==> config.mk <==
export PLATFORM = sky130hd
export DESIGN_NAME = mem_stage
export DESIGN_NICKNAME = d
export VERILOG_FILES = /design/src/rtl/rv_pkg.sv /design/src/rtl/load_align.sv /design/src/rtl/mem_stage.sv
export SDC_FILE = /design/constraint.sdc
export NUM_CORES = 1
export LEC_CHECK = 0
export ABC_AREA = 1
export CORE_AREA = 2 2 360 362
export CTS_BUF_LIST = sky130_fd_sc_hd__clkbuf_16
export DETAILED_ROUTE_END_ITERATION = 10
export DIE_AREA = 0 0 362 364
export PLACE_DENSITY_LB_ADDON = 0.2
export SLEW_MARGIN = 20
export SYNTH_ARGS = -nofsm -noshare
export SYNTH_HDL_FRONTEND = slang
export SYNTH_SLANG_ARGS = --single-unit
==> constraint.sdc <==
create_clock -name CLK -period 21.3 [get_ports CLK]
set_input_delay 4.26 -clock CLK [delete_from_list [all_inputs] [get_ports CLK]]
set_output_delay 4.26 -clock CLK [all_outputs]
set_load 0.05 [all_outputs]
==> src/rtl/rv_pkg.sv <==
// Shared RV64 encodings: memory opcodes, funct3 size codes, exception causes
// and small helpers for the access size.
package rv_pkg;

    localparam logic [6:0] OP_LOAD  = 7'b0000011;
    localparam logic [6:0] OP_STORE = 7'b0100011;

    localparam logic [2:0] F3_B  = 3'b000;
    localparam logic [2:0] F3_H  = 3'b001;
    localparam logic [2:0] F3_W  = 3'b010;
    localparam logic [2:0] F3_D  = 3'b011;
    localparam logic [2:0] F3_BU = 3'b100;
    localparam logic [2:0] F3_HU = 3'b101;
    localparam logic [2:0] F3_WU = 3'b110;

    localparam logic [3:0] CAUSE_LAM = 4'd4;
    localparam logic [3:0] CAUSE_LAF = 4'd5;
    localparam logic [3:0] CAUSE_SAM = 4'd6;
    localparam logic [3:0] CAUSE_SAF = 4'd7;

    typedef enum logic {StIdle, StWait} mem_state_t;

    function automatic logic [7:0] size_mask(input logic [1:0] sz);
        case (sz)
            2'b00:   size_mask = 8'h01;
            2'b01:   size_mask = 8'h03;
            2'b10:   size_mask = 8'h0F;
            default: size_mask = 8'hFF;
        endcase
    endfunction

    function automatic logic [3:0] size_bytes(input logic [1:0] sz);
        size_bytes = 4'd1 << sz;
    endfunction

endpackage

==> src/rtl/load_align.sv <==
// Load data alignment: lane shift, truncate to access size, sign/zero extend.
module load_align
    import rv_pkg::*;
(
    input  logic [63:0] rdata,
    input  logic [2:0]  offset,
    input  logic [2:0]  funct3,
    output logic [63:0] result
);

    logic [63:0] shifted;

    always_comb begin
        shifted = rdata >> {offset, 3'b000};
        case (funct3)
            F3_B:    result = {{56{shifted[7]}}, shifted[7:0]};
            F3_H:    result = {{48{shifted[15]}}, shifted[15:0]};
            F3_W:    result = {{32{shifted[31]}}, shifted[31:0]};
            F3_D:    result = shifted;
            F3_BU:   result = {56'b0, shifted[7:0]};
            F3_HU:   result = {48'b0, shifted[15:0]};
            F3_WU:   result = {32'b0, shifted[31:0]};
            default: result = '0;
        endcase
    end

endmodule

==> src/rtl/mem_stage.sv <==
// RV64 MEM stage: data-memory req/ack access, fault detection and WB registers.
module mem_stage
    import rv_pkg::*;
#(
    parameter logic [63:0] DMEM_BASE = 64'h0000_0000_8000_0000,
    parameter logic [63:0] DMEM_SIZE = 64'h0000_0000_0001_0000,
    parameter int unsigned TIMEOUT   = 255
) (
    input  logic        CLK,
    input  logic        RESET,
    input  logic        MEM_V,
    input  logic [31:0] MEM_IR,
    input  logic [63:0] MEM_NPC,
    input  logic [63:0] MEM_ALU_RESULT,
    input  logic [63:0] MEM_SR2,
    input  logic        MEM_BR_TAKEN,
    input  logic [63:0] MEM_RFD,
    input  logic [63:0] MEM_CSRFD,
    input  logic [4:0]  MEM_DRID,
    input  logic        MEM_ECALL,
    input  logic        FLUSH,
    output logic        DMEM_REQ,
    output logic        DMEM_WE,
    output logic [63:0] DMEM_ADDR,
    output logic [7:0]  DMEM_BE,
    output logic [63:0] DMEM_WDATA,
    input  logic [63:0] DMEM_RDATA,
    input  logic        DMEM_ACK,
    input  logic        DMEM_ERR,
    output logic        MEM_STALL,
    output logic        WB_V,
    output logic [31:0] WB_IR,
    output logic [63:0] WB_NPC,
    output logic [63:0] WB_ALU_RESULT,
    output logic [63:0] WB_MEM_RESULT,
    output logic [63:0] WB_RFD,
    output logic [63:0] WB_CSRFD,
    output logic [4:0]  WB_DRID,
    output logic        WB_ECALL,
    output logic        MEM_PC_MUX,
    output logic        MEM_LAM,
    output logic        MEM_LAF,
    output logic        MEM_SAM,
    output logic        MEM_SAF
);

    localparam int unsigned CNT_W = (TIMEOUT < 2) ? 1 : $clog2(TIMEOUT + 1);

    mem_state_t       state_q;
    logic [CNT_W-1:0] cnt_q;
    logic             kill_q, is_load_q;
    logic [2:0]       f3_q, off_q;

    logic [63:0] addr;
    logic [2:0]  funct3;
    logic        is_load, is_store, memop;
    logic        illegal, misalign, out_of_range, acc_fault, mis_fault, pre_fault;
    logic [64:0] last_byte, limit;
    logic        timed_out, done, bus_fault, start, live, pass_v;
    logic [63:0] load_data;

    assign addr     = MEM_ALU_RESULT;
    assign funct3   = MEM_IR[14:12];
    assign is_load  = MEM_IR[6:0] == OP_LOAD;
    assign is_store = MEM_IR[6:0] == OP_STORE;
    assign memop    = is_load | is_store;

    always_comb begin
        illegal = is_load ? (funct3 == 3'b111) : funct3[2];
        case (funct3[1:0])
            2'b01:   misalign = addr[0];
            2'b10:   misalign = |addr[1:0];
            2'b11:   misalign = |addr[2:0];
            default: misalign = 1'b0;
        endcase
    end

    // Range check on the last byte so a straddling access faults.
    assign last_byte    = {1'b0, addr} + 65'(size_bytes(funct3[1:0])) - 65'd1;
    assign limit        = {1'b0, DMEM_BASE} + {1'b0, DMEM_SIZE};
    assign out_of_range = (addr < DMEM_BASE) || (last_byte >= limit);
    assign acc_fault    = illegal | (~misalign & out_of_range);
    assign mis_fault    = ~illegal & misalign;
    assign pre_fault    = acc_fault | mis_fault;

    assign timed_out = (TIMEOUT != 0) && (cnt_q == CNT_W'(TIMEOUT));
    assign done      = (state_q == StWait) && (DMEM_ACK || DMEM_ERR || timed_out);
    assign bus_fault = DMEM_ERR | timed_out;
    assign start     = MEM_V & memop & ~pre_fault & ~FLUSH;
    assign MEM_STALL = start & ~done;
    assign live      = ~(kill_q | FLUSH);
    assign pass_v    = MEM_V & ~FLUSH;

    load_align u_load_align (
        .rdata  (DMEM_RDATA),
        .offset (off_q),
        .funct3 (f3_q),
        .result (load_data)
    );

    always_ff @(posedge CLK or posedge RESET) begin
        if (RESET) begin
            state_q       <= StIdle;
            cnt_q         <= '0;
            kill_q        <= 1'b0;
            is_load_q     <= 1'b0;
            f3_q          <= '0;
            off_q         <= '0;
            DMEM_REQ      <= 1'b0;
            DMEM_WE       <= 1'b0;
            DMEM_ADDR     <= '0;
            DMEM_BE       <= '0;
            DMEM_WDATA    <= '0;
            WB_V          <= 1'b0;
            WB_IR         <= '0;
            WB_NPC        <= '0;
            WB_ALU_RESULT <= '0;
            WB_MEM_RESULT <= '0;
            WB_RFD        <= '0;
            WB_CSRFD      <= '0;
            WB_DRID       <= '0;
            WB_ECALL      <= 1'b0;
            MEM_PC_MUX    <= 1'b0;
            MEM_LAM       <= 1'b0;
            MEM_LAF       <= 1'b0;
            MEM_SAM       <= 1'b0;
            MEM_SAF       <= 1'b0;
        end else begin
            // Pass-through fields track MEM every cycle; WB_V decides if they matter.
            WB_IR         <= MEM_IR;
            WB_NPC        <= MEM_NPC;
            WB_ALU_RESULT <= MEM_ALU_RESULT;
            WB_RFD        <= MEM_RFD;
            WB_CSRFD      <= MEM_CSRFD;
            WB_DRID       <= MEM_DRID;
            WB_ECALL      <= MEM_ECALL;
            case (state_q)
                StIdle: begin
                    if (start) begin
                        state_q       <= StWait;
                        cnt_q         <= '0;
                        kill_q        <= 1'b0;
                        is_load_q     <= is_load;
                        f3_q          <= funct3;
                        off_q         <= addr[2:0];
                        DMEM_REQ      <= 1'b1;
                        DMEM_WE       <= is_store;
                        DMEM_ADDR     <= {addr[63:3], 3'b000};
                        DMEM_BE       <= size_mask(funct3[1:0]) << addr[2:0];
                        DMEM_WDATA    <= is_store ? (MEM_SR2 << {addr[2:0], 3'b000}) : '0;
                        WB_V          <= 1'b0;
                        WB_MEM_RESULT <= '0;
                        MEM_PC_MUX    <= 1'b0;
                        {MEM_LAM, MEM_LAF, MEM_SAM, MEM_SAF} <= 4'b0000;
                    end else begin
                        WB_V          <= pass_v;
                        WB_MEM_RESULT <= '0;
                        MEM_PC_MUX    <= pass_v & MEM_BR_TAKEN;
                        MEM_LAM       <= pass_v & is_load & mis_fault;
                        MEM_LAF       <= pass_v & is_load & acc_fault;
                        MEM_SAM       <= pass_v & is_store & mis_fault;
                        MEM_SAF       <= pass_v & is_store & acc_fault;
                    end
                end
                StWait: begin
                    if (done) begin
                        state_q       <= StIdle;
                        kill_q        <= 1'b0;
                        DMEM_REQ      <= 1'b0;
                        DMEM_WE       <= 1'b0;
                        DMEM_ADDR     <= '0;
                        DMEM_BE       <= '0;
                        DMEM_WDATA    <= '0;
                        WB_V          <= live;
                        WB_MEM_RESULT <= (live & is_load_q & ~bus_fault) ? load_data : '0;
                        MEM_PC_MUX    <= 1'b0;
                        MEM_LAM       <= 1'b0;
                        MEM_SAM       <= 1'b0;
                        MEM_LAF       <= live & is_load_q & bus_fault;
                        MEM_SAF       <= live & ~is_load_q & bus_fault;
                    end else begin
                        if (FLUSH) kill_q <= 1'b1;
                        if (cnt_q != '1) cnt_q <= cnt_q + 1'b1;
                        WB_V       <= 1'b0;
                        MEM_PC_MUX <= 1'b0;
                        {MEM_LAM, MEM_LAF, MEM_SAM, MEM_SAF} <= 4'b0000;
                    end
                end
                default: state_q <= StIdle;
            endcase
        end
    end

endmodule

; After elaboration in Yosys (flattened, before gate mapping)
; Cells that the tools add are included.
[word_totals]
regBits = 519
latch_bits = 0
ramBits = 0
romBits = 0
inputBits = 429
output_inout_bits = 503
elab_cells = 147
n_memories = 0
[classes]
n_addsub = 3
n_mul = 0
div = 0
order_cmp = 2
eq_ne = 19
shift = 4
muxes = 49
bitwise = 33
reduce_logical = 12
[ops]
columns = op, n
row1 = case mux 64 bit (7 select lines), 1
row2 = 2-to-1 mux 64 bit, 6
row3 = case mux 64 bit (2 select lines), 3
row4 = adder 64 x 4 -> 65 bit, 1
row5 = >= comparator 65 x 32 -> 1 bit (second input constant), 1
row6 = subtractor 65 x 1 -> 65 bit (second input constant), 1
row7 = < comparator 64 x 32 -> 1 bit (second input constant), 1
row8 = << shifter 64 x 6 -> 64 bit, 1
row9 = right shift 64 x 6 -> 64 bit, 1
row10 = 2-to-1 mux 8 bit, 7
row11 = case mux 8 bit (2 select lines), 2
row12 = case mux 8 bit (3 select lines), 1
row13 = case mux 1 bit (2 select lines), 10
row14 = AND 1 bit, 19
row15 = 2-to-1 mux 1 bit, 18
row16 = equality test 3 bit (second input constant), 4
row17 = inverter 1 bit, 9
row18 = adder 8 x 1 -> 8 bit (second input constant), 1
row19 = equality test 8 bit (second input constant), 1
row20 = != test 8 bit (second input constant), 1
row21 = << shifter 8 x 3 -> 8 bit, 1
row22 = equality test 7 x 2 -> 1 bit (second input constant), 1
row23 = equality test 7 x 6 -> 1 bit (second input constant), 1
row24 = equality test 3 x 2 -> 1 bit (second input constant), 2
row25 = 17 further kinds, 28

; Logic depth before layout (Yosys ltp)
; Gate-level depths: netlist (run 1).
[depth]
ltp_word = 16
mapped_depth = 31
mapped_depth_nobuf = 28

; Modules after synthesis
; From an unflattened synthesis (run 1), not the netlist that was laid out.
[hier_totals]
hier_cells = 3559
hier_area_um2 = 27193.6
[modules_own_cells]
columns = module, instances, cells_per_inst, area_each_um2, seq_area_each_um2
row1 = mem_stage, 1, 3052, 24758.7, 12912.4
row2 = load_align, 1, 507, 2434.8, 0.0

; Worst setup path after synthesis (run 1)
; No wires, ideal clock.
[synth_timing]
path_kind = input port to output port
from = input port MEM_ALU_RESULT[1]
to = output port MEM_STALL
arrival_ns = 7.630
required_ns = 17.040
slack_ns = 9.410
path_stages = 24
path_cell_list = inv_1 clkbuf_1 buf_1 ha_1 inv_1 ha_1 inv_1 fa_1 inv_1 nand3_1 nand2_1 nand2_1 nand2_1 nand3_1 nand3_1 nand2_1 nand2_1 xor2_1 nand2_1 nor2_1 nand3_1 nor2_4 nand3_2 nor2_1
[synth_between]
elab_chain_len = 11
elab_cells_between_ends = 17
[synth_rtl]
columns = element, line_no
row1 = "start, declared", mem_stage.sv:14  ; input logic [63:0] MEM_ALU_RESULT,
row2 = adder 64 x 4 -> 65 bit, mem_stage.sv:79  ; assign last_byte = {1'b0, addr} + 65'(size_bytes(funct3[1:0])) - 65'd1;
row3 = subtractor 65 x 1 -> 65 bit, mem_stage.sv:79
row4 = >= comparator 65 x 32 -> 1 bit, mem_stage.sv:81  ; assign out_of_range = (addr < DMEM_BASE) || (last_byte >= limit);
row5 = logical OR 1 bit, mem_stage.sv:81
row6 = AND 1 bit, mem_stage.sv:82  ; assign acc_fault = illegal | (~misalign & out_of_range);
row7 = bitwise OR 1 bit, mem_stage.sv:82
row8 = bitwise OR 1 bit *, mem_stage.sv:84  ; assign pre_fault = acc_fault | mis_fault;
row9 = inverter 1 bit *, mem_stage.sv:89  ; assign start = MEM_V & memop & ~pre_fault & ~FLUSH;
row10 = AND 1 bit * (2 in a row), mem_stage.sv:89
row11 = AND 1 bit *, mem_stage.sv:90  ; assign MEM_STALL = start & ~done;
row12 = "end, declared", mem_stage.sv:30  ; output logic MEM_STALL,
; Every way passes the cells marked *; elsewhere a longest branch is shown, timed or not.

; Worst setup path after layout (run 1)
[layout_timing]
from = input port MEM_IR[13]
to = output port MEM_STALL
[layout_between]
elab_chain_len = 12
elab_cells_between_ends = 21
[layout_rtl]
columns = element, line_no
row1 = "start, declared", mem_stage.sv:12  ; input logic [31:0] MEM_IR,
row2 = << shifter 1 x 2 -> 4 bit, rv_pkg.sv:33  ; size_bytes = 4'd1 << sz;
row3 = adder 64 x 4 -> 65 bit, mem_stage.sv:79
row4 = subtractor 65 x 1 -> 65 bit, mem_stage.sv:79
row5 = >= comparator 65 x 32 -> 1 bit, mem_stage.sv:81
row6 = logical OR 1 bit, mem_stage.sv:81
row7 = AND 1 bit, mem_stage.sv:82
row8 = bitwise OR 1 bit, mem_stage.sv:82
row9 = bitwise OR 1 bit *, mem_stage.sv:84
row10 = inverter 1 bit *, mem_stage.sv:89
row11 = AND 1 bit * (2 in a row), mem_stage.sv:89
row12 = AND 1 bit *, mem_stage.sv:90
; Marked as above.

==> flow_summary_export.csv, run 1 <==
group,metric,value,unit
timing,max-slew-margin-rel,31.18,%
pwr,power_switching_share,31.79,%
routing,detail_route.first_pass.iterations,8,
floorplanning,initial_standard_cell_utilization_of_the_core,20.66,%
clock_tree,clock-sinks,516,
floorplanning,rows,132,
timing,tns,0,ns
min_path,worstHoldPathType,"reg2reg",
floorplanning,chipHeight,364,um
placement,postPlaceCellArea,37510,um2
setup_path,setup.worst_path.end_class,"output port",
placement,placement.io_buffers,928,
clock_tree,clock_tree.buffer_depth,3,
synth,ys_types,50,
placement,estimated_wirelength_of_the_detail_placed_design,119300,um
clock_tree,clock_root_buffer,"sky130_fd_sc_hd__clkbuf_16",
routing,totalWireLength,150900,um
timing,final_period_minus_worst_setup_slack,13.68,ns
routing,route.detailed.wl_per_inst,25.00,um
pwr,peakVddDrop,0.05033,mV
clock_tree,cts_hold_repair.buffers,0,
clock_tree,cts_tree,"done",
floorplanning,floorplan.io_pins,932,
final_layout,layout.nets,4821,
synth,gate_count_after_technology_mapping,3421,
global_route,first_global_vias,26625,
pwr,relative_contribution_of_sequential_cells_to_total_power,36.8,%
setup_path,crit_arrival,9.42,ns
final_layout,fin_area,39790,um2
synth,mappedNetlistArea,26510,um2
flow_run,cap_viol_max_count,0,
clock_tree,post_cts_sizing_count,0,
floorplanning,fp.coreArea,128300,um2
pwr,clock_network_fraction_of_design_power,43.1,%
routing,dr_total_vias,26786,
global_route,largest_net_degree_at_the_start_of_global_routing,156,
timing,achievable-frequency,0.07313,GHz
clock_tree,cts_post_setup_buffers_inserted,0,
clock_tree,cts.reportedPaths.clkPinSlew,0.05,ns
global_route,grt_antenna_before_repair,43,
pwr,finalPower,2.772,mW
pwr,power_frac_comb,20.1,%
floorplanning,die_outline_area,131800,um2
global_route,grt_usage,22.27,%
timing,tightestPinTransition,1.029,ns
timing,min_period_over_period,64.20,%
clock_tree,clock_tree.htree_level_count,3,
routing,dr_iter_0_viols,1993,
synth,proportion_of_synthesized_chip_area_in_sequential_cells,48.70,%
synth,synth.ff_latch_count,516,
pwr,cellPowerDensity,69.66,nW/um2
placement,gp_congestion,0.9315,
timing,setup_violations,0,
timing,grt_setup_unrepaired,"false",
synth,avgSynthCellArea,7.750,um2
status,run_status,"completed",
timing,final_hold_viol_count,0,
pwr,power_switching,881.1,uW
synth,yosysWarningCount,0,
routing,avgViaCountPerCell,4.438,
final_layout,syn_to_final_growth,50.06,%
setup_path,cp-start-kind,"primary input",
pwr,p_int,1.890,mW
global_route,overflow,0,
setup_path,worst-endpoint-required,17.04,ns
pwr,leakagePower,18.82,nW
clock_tree,worst_skew_pair.late_latency,0.68,ns
routing,ant_nets,0,
final_layout,drive_gt1_share,4.709,%
floorplanning,fp.dieW,362,um
clock_tree,cts_inserted_buffers,71,
global_route,grt_first_pass_wirelength,207800,um
timing,skew,0.03119,ns
routing,post-route-drc-count,0,
setup_path,critical_path_class,"in2out",
setup_path,worstPathMaxFanout,9,
timing,report.final.slew_viol_count,0,
==> routing by layer <==
| metal | global-route usage [%] | part of all wire, % | vias up |
|---|---|---|---|
| li1 | - | - | 12734 |
| met1 | 27.20 | 41 | 12900 |
| met2 | 36.78 | 47 | 939 |
| met3 | 7.432 | 8.7 | 183 |
| met4 | 7.312 | 2.9 | 30 |
| met5 | 0 | 0.11 | - |
==> Yosys cell counts, drive strengths merged <==
master / instances / area, um2
a211oi: 14 / 105.1
a21o: 10 / 75.07
a21oi: 132 / 668.1
a221o: 1 / 10.01
a22o: 8 / 70.07
a31oi: 7 / 43.79
and2: 4 / 25.02
and3: 2 / 12.51
buf: 47 / 306.5
clkbuf: 110 / 412.9
clkinv: 8 / 30.03
conb: 1 / 3.750
dfrtp: 516 / 12910
fa: 1 / 20.02
ha: 90 / 1126
inv: 399 / 1498
mux2i: 36 / 360.4
nand2: 1077 / 4048
nand3: 367 / 1842
nand3b: 12 / 90.09
nand4: 16 / 100.1
nor2: 240 / 938.4
nor3: 43 / 230.2
nor3b: 3 / 22.52
nor4: 25 / 156.4
o211ai: 12 / 90.09
o21a: 4 / 30.03
o21ai: 198 / 990.9
o21bai: 14 / 105.1
o221a: 2 / 22.52
o221ai: 1 / 8.760
o22a: 2 / 17.52
o22ai: 7 / 43.79
o311ai: 4 / 35.03
o41ai: 1 / 8.760
or2: 2 / 12.51
or4: 1 / 7.510
xnor2: 2 / 17.52
xor2: 2 / 17.52
==> final timing paths <==
path | start | endpoint | slack, ns | depth (start not counted)
max in group asynchronous | RESET | DMEM_WDATA[58] | 14.12 | 5
worst max register to register | off_q[0] | WB_MEM_RESULT[35] | 17.33 | 13
worst min-delay path | WB_MEM_RESULT[12] | WB_MEM_RESULT[12] | 0.48 | 1
worst max-delay path | MEM_IR[13] | MEM_STALL | 7.62 | 20
min in group asynchronous | RESET | WB_NPC[5] | 4.09 | 2
worst min register to register | WB_MEM_RESULT[12] | WB_MEM_RESULT[12] | 0.48 | 1
==> layout make-up <==
class	instances	area [um2]
antenna	7	17.52
multi-input combinational	2343	11390
clock inverter	53	459.2
tap	1675	2096
fill	13802	88540
sequential	516	12920
inverter	407	1536
timing repair buffer	962	9572
clock buffer	72	1802
==> stage by stage <==
step,setup slack [ns],instances,utilization [%],hold slack [ns]
2_1_floorplan,2.627,3423,-,0.4490
3_3_place_gp,7.542,5903,29.23,0.4622
3_5_place_dp,7.599,5903,29.23,0.4687
4_1_cts,7.570,6028,30.99,0.4811
5_1_grt,7.364,6030,31.00,0.5020
6_report,7.625,6035,31.01,0.4761
==> power by group through the flow <==
stage	clock [mW]	sequential, mW	combinational (mW)
after floorplan	0	1.15	0.180
after global placement	0	1.04	0.564
after detailed placement	0	1.04	0.560
after CTS	1.24	1.02	0.563
after global routing	1.27	1.02	0.599
final	1.19	1.02	0.557
==> layout by cell type, fill, tap and decap left out, types with 14 or more instances in the layout <==
master and count:
sky130_fd_sc_hd__nor3_1 39, sky130_fd_sc_hd__inv_1 377, sky130_fd_sc_hd__inv_2 38, sky130_fd_sc_hd__mux2i_1 36, sky130_fd_sc_hd__a21oi_1 130, sky130_fd_sc_hd__buf_4 31
sky130_fd_sc_hd__nor2_1 227, sky130_fd_sc_hd__clkbuf_16 72, sky130_fd_sc_hd__clkdlybuf4s50_1 926, sky130_fd_sc_hd__dfrtp_1 513, sky130_fd_sc_hd__ha_1 90, sky130_fd_sc_hd__o21bai_1 14
sky130_fd_sc_hd__nand2_1 1075, sky130_fd_sc_hd__a211oi_1 14, sky130_fd_sc_hd__clkinv_1 18, sky130_fd_sc_hd__nor4_1 24, sky130_fd_sc_hd__nand3_1 365, sky130_fd_sc_hd__o21ai_0 187
sky130_fd_sc_hd__nand4_1 16
==> flip-flops by register name, indices dropped and copies added, names as in the netlist, 5 cells and up <==
signal / count
DMEM_ADDR: 61
WB_IR: 32
WB_MEM_RESULT: 64
DMEM_BE: 8
WB_RFD: 64
WB_NPC: 64
DMEM_WDATA: 64
WB_ALU_RESULT: 64
WB_CSRFD: 64
WB_DRID: 5
cnt_q: 8
==> worst max-delay path: stages <==
cell	delay, ns
sky130_fd_sc_hd__clkdlybuf4s50_1	0.87
sky130_fd_sc_hd__nand2_1	0.42
sky130_fd_sc_hd__ha_1	0.41
sky130_fd_sc_hd__inv_1	0.04
sky130_fd_sc_hd__ha_1	0.33
sky130_fd_sc_hd__nand3_1	0.15
sky130_fd_sc_hd__nor2_1	0.22
sky130_fd_sc_hd__nand2_1	0.08
sky130_fd_sc_hd__nand3b_1	0.11
sky130_fd_sc_hd__nand3_1	0.10
sky130_fd_sc_hd__nand2_1	0.23
sky130_fd_sc_hd__nand3_1	0.21
sky130_fd_sc_hd__nand3_1	0.16
sky130_fd_sc_hd__nand2_1	0.05
sky130_fd_sc_hd__nor2_1	0.23
sky130_fd_sc_hd__nand3_1	0.20
sky130_fd_sc_hd__nor2_4	0.17
sky130_fd_sc_hd__nand3_2	0.18
sky130_fd_sc_hd__nor2_1	0.14
sky130_fd_sc_hd__clkdlybuf4s50_1	0.83
==> kinds of logic after synthesis <==
group	count (synthesis)	share of synthesized area [%]
AOI/OAI and AO/OA	417	8.768
xor gates and xnor gates	4	0.1322
adders and majority gates	91	4.323
buffers and inverters	564	8.475
DFF	516	48.70
muxes	36	1.359
other	1	0.01414
and+or+nand+nor	1792	28.23
Note: power is estimated with default switching activity, not from simulation.
==> run 2: changes to the inputs <==
- clock period: 21.3 -> 13.1 ns (I/O delays scaled with it)
==> run 2 against run 1 <==
  * Sequential share of layout area about the same
  * Total power is 61% higher
  * First-iteration DRC count fell by 8.2%
  * Sequential cell count unchanged
  * Via count shrank 0.48%
  * Clock power increased by 61%
  * Global-route usage decreased by 0.86 points
  * Final cell count hardly changed
  * Setup slack lost 4.8 ns
  * Combinational power grew 61%
  * Critical path depth increased by 2
  * Largest cell class unchanged
==> flow_summary_export.csv, run 2 (same netlist as run 1, synthesis figures left out) <==
group,metric,value,unit
status,run_status,"completed",
setup_path,cell_type_group_with_the_largest_total_delay_on_the_critical_path,"buffers and inverters",
placement,placed_cells,5904,
routing,route.detailed.wl_per_inst,24.12,um
setup_path,path_cells,"clkdlybuf4s50_1, buf_4, inv_2, buf_4, ha_1, fa_1, inv_1, nand3_1, nand3_1, nand2_1, nand2_1, nand2_1, nand3_1, nand2_1, nand2_1, nand3_1, nor2_1, nand3_1, nor2_2, nand3_2, nor2_1, clkdlybuf4s50_1",
routing,detail_route.first_pass.iterations,5,
routing,avgViaCountPerCell,4.420,
pwr,peakVddDrop,0.09034,mV
min_path,worstHoldPathType,"reg2reg",
timing,max-slew-margin-rel,31.36,%
final_layout,layout.nets,4820,
clock_tree,cts.reportedPaths.clkPinSlew,0.06,ns
final_layout,n_fill_cell,13741,
final_layout,drive_gt1_share,4.647,%
clock_tree,worst_skew_pair.late_latency,0.66,ns
setup_path,cp_slowest_cell,"sky130_fd_sc_hd__clkdlybuf4s50_1",
timing,skew,0.02609,ns
timing,final_period_minus_worst_setup_slack,10.28,ns
placement,gp_congestion,0.9461,
global_route,grt_first_pass_wirelength,201700,um
pwr,power_frac_comb,20.1,%
clock_tree,clock-sinks,516,
routing,ant_nets,0,
final_layout,final_core_utilization,30.96,%
global_route,largest_net_degree_at_the_start_of_global_routing,156,
final_layout,syn_to_final_growth,49.85,%
floorplanning,rows,132,
pwr,leakagePower,18.78,nW
pwr,power_switching_share,31.52,%
final_layout,final-instance-count-excl-fill,6031,
setup_path,crit_arrival,7.66,ns
setup_path,worst-endpoint-required,10.48,ns
setup_path,critical_path_class,"in2out",
final_layout,most_used_cells_in_the_layout_excluding_fill_and_tap_cells,"sky130_fd_sc_hd__nand2_1, sky130_fd_sc_hd__clkdlybuf4s50_1, sky130_fd_sc_hd__dfrtp_1",
timing,final_hold_viol_count,0,
timing,achievable-frequency,0.09731,GHz
floorplanning,floorplan.io_pins,932,
setup_path,cpPeakStageDelay,0.87,ns
routing,dr_total_vias,26657,
clock_tree,cts_post_setup_buffers_inserted,0,
clock_tree,clock_tree.htree_level_count,3,
timing,setup_ws,2.824,ns
pwr,cellPowerDensity,112.4,nW/um2
pwr,relative_contribution_of_sequential_cells_to_total_power,37.1,%
clock_tree,clock_tree.buffer_depth,3,
global_route,overflow,0,
setup_path,critical_path.n_buffers_inverters,6,
global_route,grt_usage,21.41,%
timing,setup_violations,0,
floorplanning,fp.coreArea,128300,um2
routing,totalWireLength,145500,um
placement,pre_cts_ws,2.818,ns
timing,report.final.slew_viol_count,0,
clock_tree,cts_inserted_buffers,69,
pwr,p_int,3.057,mW
clock_tree,cts_tree,"done",
clock_tree,clock_root_buffer,"sky130_fd_sc_hd__clkbuf_16",
pwr,finalPower,4.464,mW
flow_run,cap_viol_max_count,0,
floorplanning,initial_standard_cell_utilization_of_the_core,20.66,%
timing,grt_setup_unrepaired,"false",
setup_path,setup.worst_path.end_class,"output port",
clock_tree,cts_hold_repair.buffers,0,
floorplanning,chipHeight,364,um
timing,tns,0,ns
setup_path,cp-start-kind,"primary input",
floorplanning,die_outline_area,131800,um2
pwr,clock_network_fraction_of_design_power,42.8,%
pwr,power_switching,1.407,mW
placement,estimated_wirelength_of_the_detail_placed_design,114800,um
floorplanning,fp.dieW,362,um
routing,post-route-drc-count,0,
final_layout,mostFrequentLayoutCell,"sky130_fd_sc_hd__nand2_1",
timing,tightestPinTransition,1.030,ns
clock_tree,post_cts_sizing_count,0,
global_route,first_global_vias,26255,
global_route,grt_antenna_before_repair,51,
setup_path,worstPathMaxFanout,71,
timing,min_period_over_period,78.45,%
placement,placement.io_buffers,928,
routing,dr_iter_0_viols,1830,
run 2: cell types whose count changed in the layout (fill, tap and decap cells not counted), moves of 2 or more:
| cell | before | now |
|---|---|---|
| sky130_fd_sc_hd__buf_4 | 31 | 33 |
| sky130_fd_sc_hd__clkinv_1 | 18 | 16 |
| sky130_fd_sc_hd__diode_2 | 7 | 9 |
| sky130_fd_sc_hd__inv_1 | 377 | 375 |
run 2: power by group through the flow:
stage | logic [mW] | registers, mW | clock network, mW
after global placement | 0.906 | 1.69 | 0
after global routing | 0.965 | 1.66 | 2.03
after CTS | 0.905 | 1.66 | 1.98
after detailed placement | 0.900 | 1.69 | 0
after floorplan | 0.293 | 1.87 | 0
final | 0.896 | 1.66 | 1.91
run 2: layout make-up:
cell class / instances / area [um2] / area share (%)
Antenna cell: 9 / 22.52 / 0.05669
Clock buffer: 71 / 1777 / 4.472
Clock inverter: 47 / 435.4 / 1.096
Inverter: 407 / 1533 / 3.858
Multi-Input combinational cell: 2343 / 11380 / 28.65
Sequential cell: 516 / 12920 / 32.51
Tap cell: 1675 / 2096 / 5.275
Timing Repair Buffer: 963 / 9567 / 24.08
run 2: routing by layer:
layer	share of wire, %	vias to the layer above	global-route usage (%)
met4	3.7	42	7.680
met2	46	976	34.41
met5	0.19	-	0
met1	42	12694	26.60
met3	8.6	218	7.266
li1	-	12727	-
run 2: metrics by stage:
step | hold WS, ns | instance area [um2]
after CTS | 0.4828 | 39710
after floorplan | 0.4490 | 26530
after global placement | 0.4597 | 37500
after global routing | 0.4954 | 39720
after detailed placement | 0.4686 | 37500
final | 0.4777 | 39730
run 2: path summary, 6_finish.rpt:
| kind | from | to | slack [ns] | depth (start not counted) |
|---|---|---|---|---|
| min | WB_MEM_RESULT[13] | WB_MEM_RESULT[13] | 0.48 | 1 |
| min in group asynchronous | RESET | WB_MEM_RESULT[36] | 2.56 | 3 |
| max reg2reg | off_q[0] | WB_MEM_RESULT[27] | 9.41 | 13 |
| max in group asynchronous | RESET | WB_ALU_RESULT[0] | 8.34 | 5 |
| min reg2reg | WB_MEM_RESULT[13] | WB_MEM_RESULT[13] | 0.48 | 1 |
| max | MEM_ALU_RESULT[2] | MEM_STALL | 2.82 | 22 |
run 2: worst register-to-register path: stages, from the launching register on:
cell                       delay, ns
sky130_fd_sc_hd__dfrtp_2        0.33
sky130_fd_sc_hd__buf_4          0.56
sky130_fd_sc_hd__clkinv_1       0.15
sky130_fd_sc_hd__buf_4          0.31
sky130_fd_sc_hd__nand2_1        0.12
sky130_fd_sc_hd__o21ai_0        0.09
sky130_fd_sc_hd__o21ai_0        0.18
sky130_fd_sc_hd__nand2_1        0.06
sky130_fd_sc_hd__o21ai_0        0.18
sky130_fd_sc_hd__nor3_1         0.08
sky130_fd_sc_hd__nand2_1        0.30
sky130_fd_sc_hd__nand2_1        0.51
sky130_fd_sc_hd__o21ai_0        0.57
sky130_fd_sc_hd__nand2_1        0.10
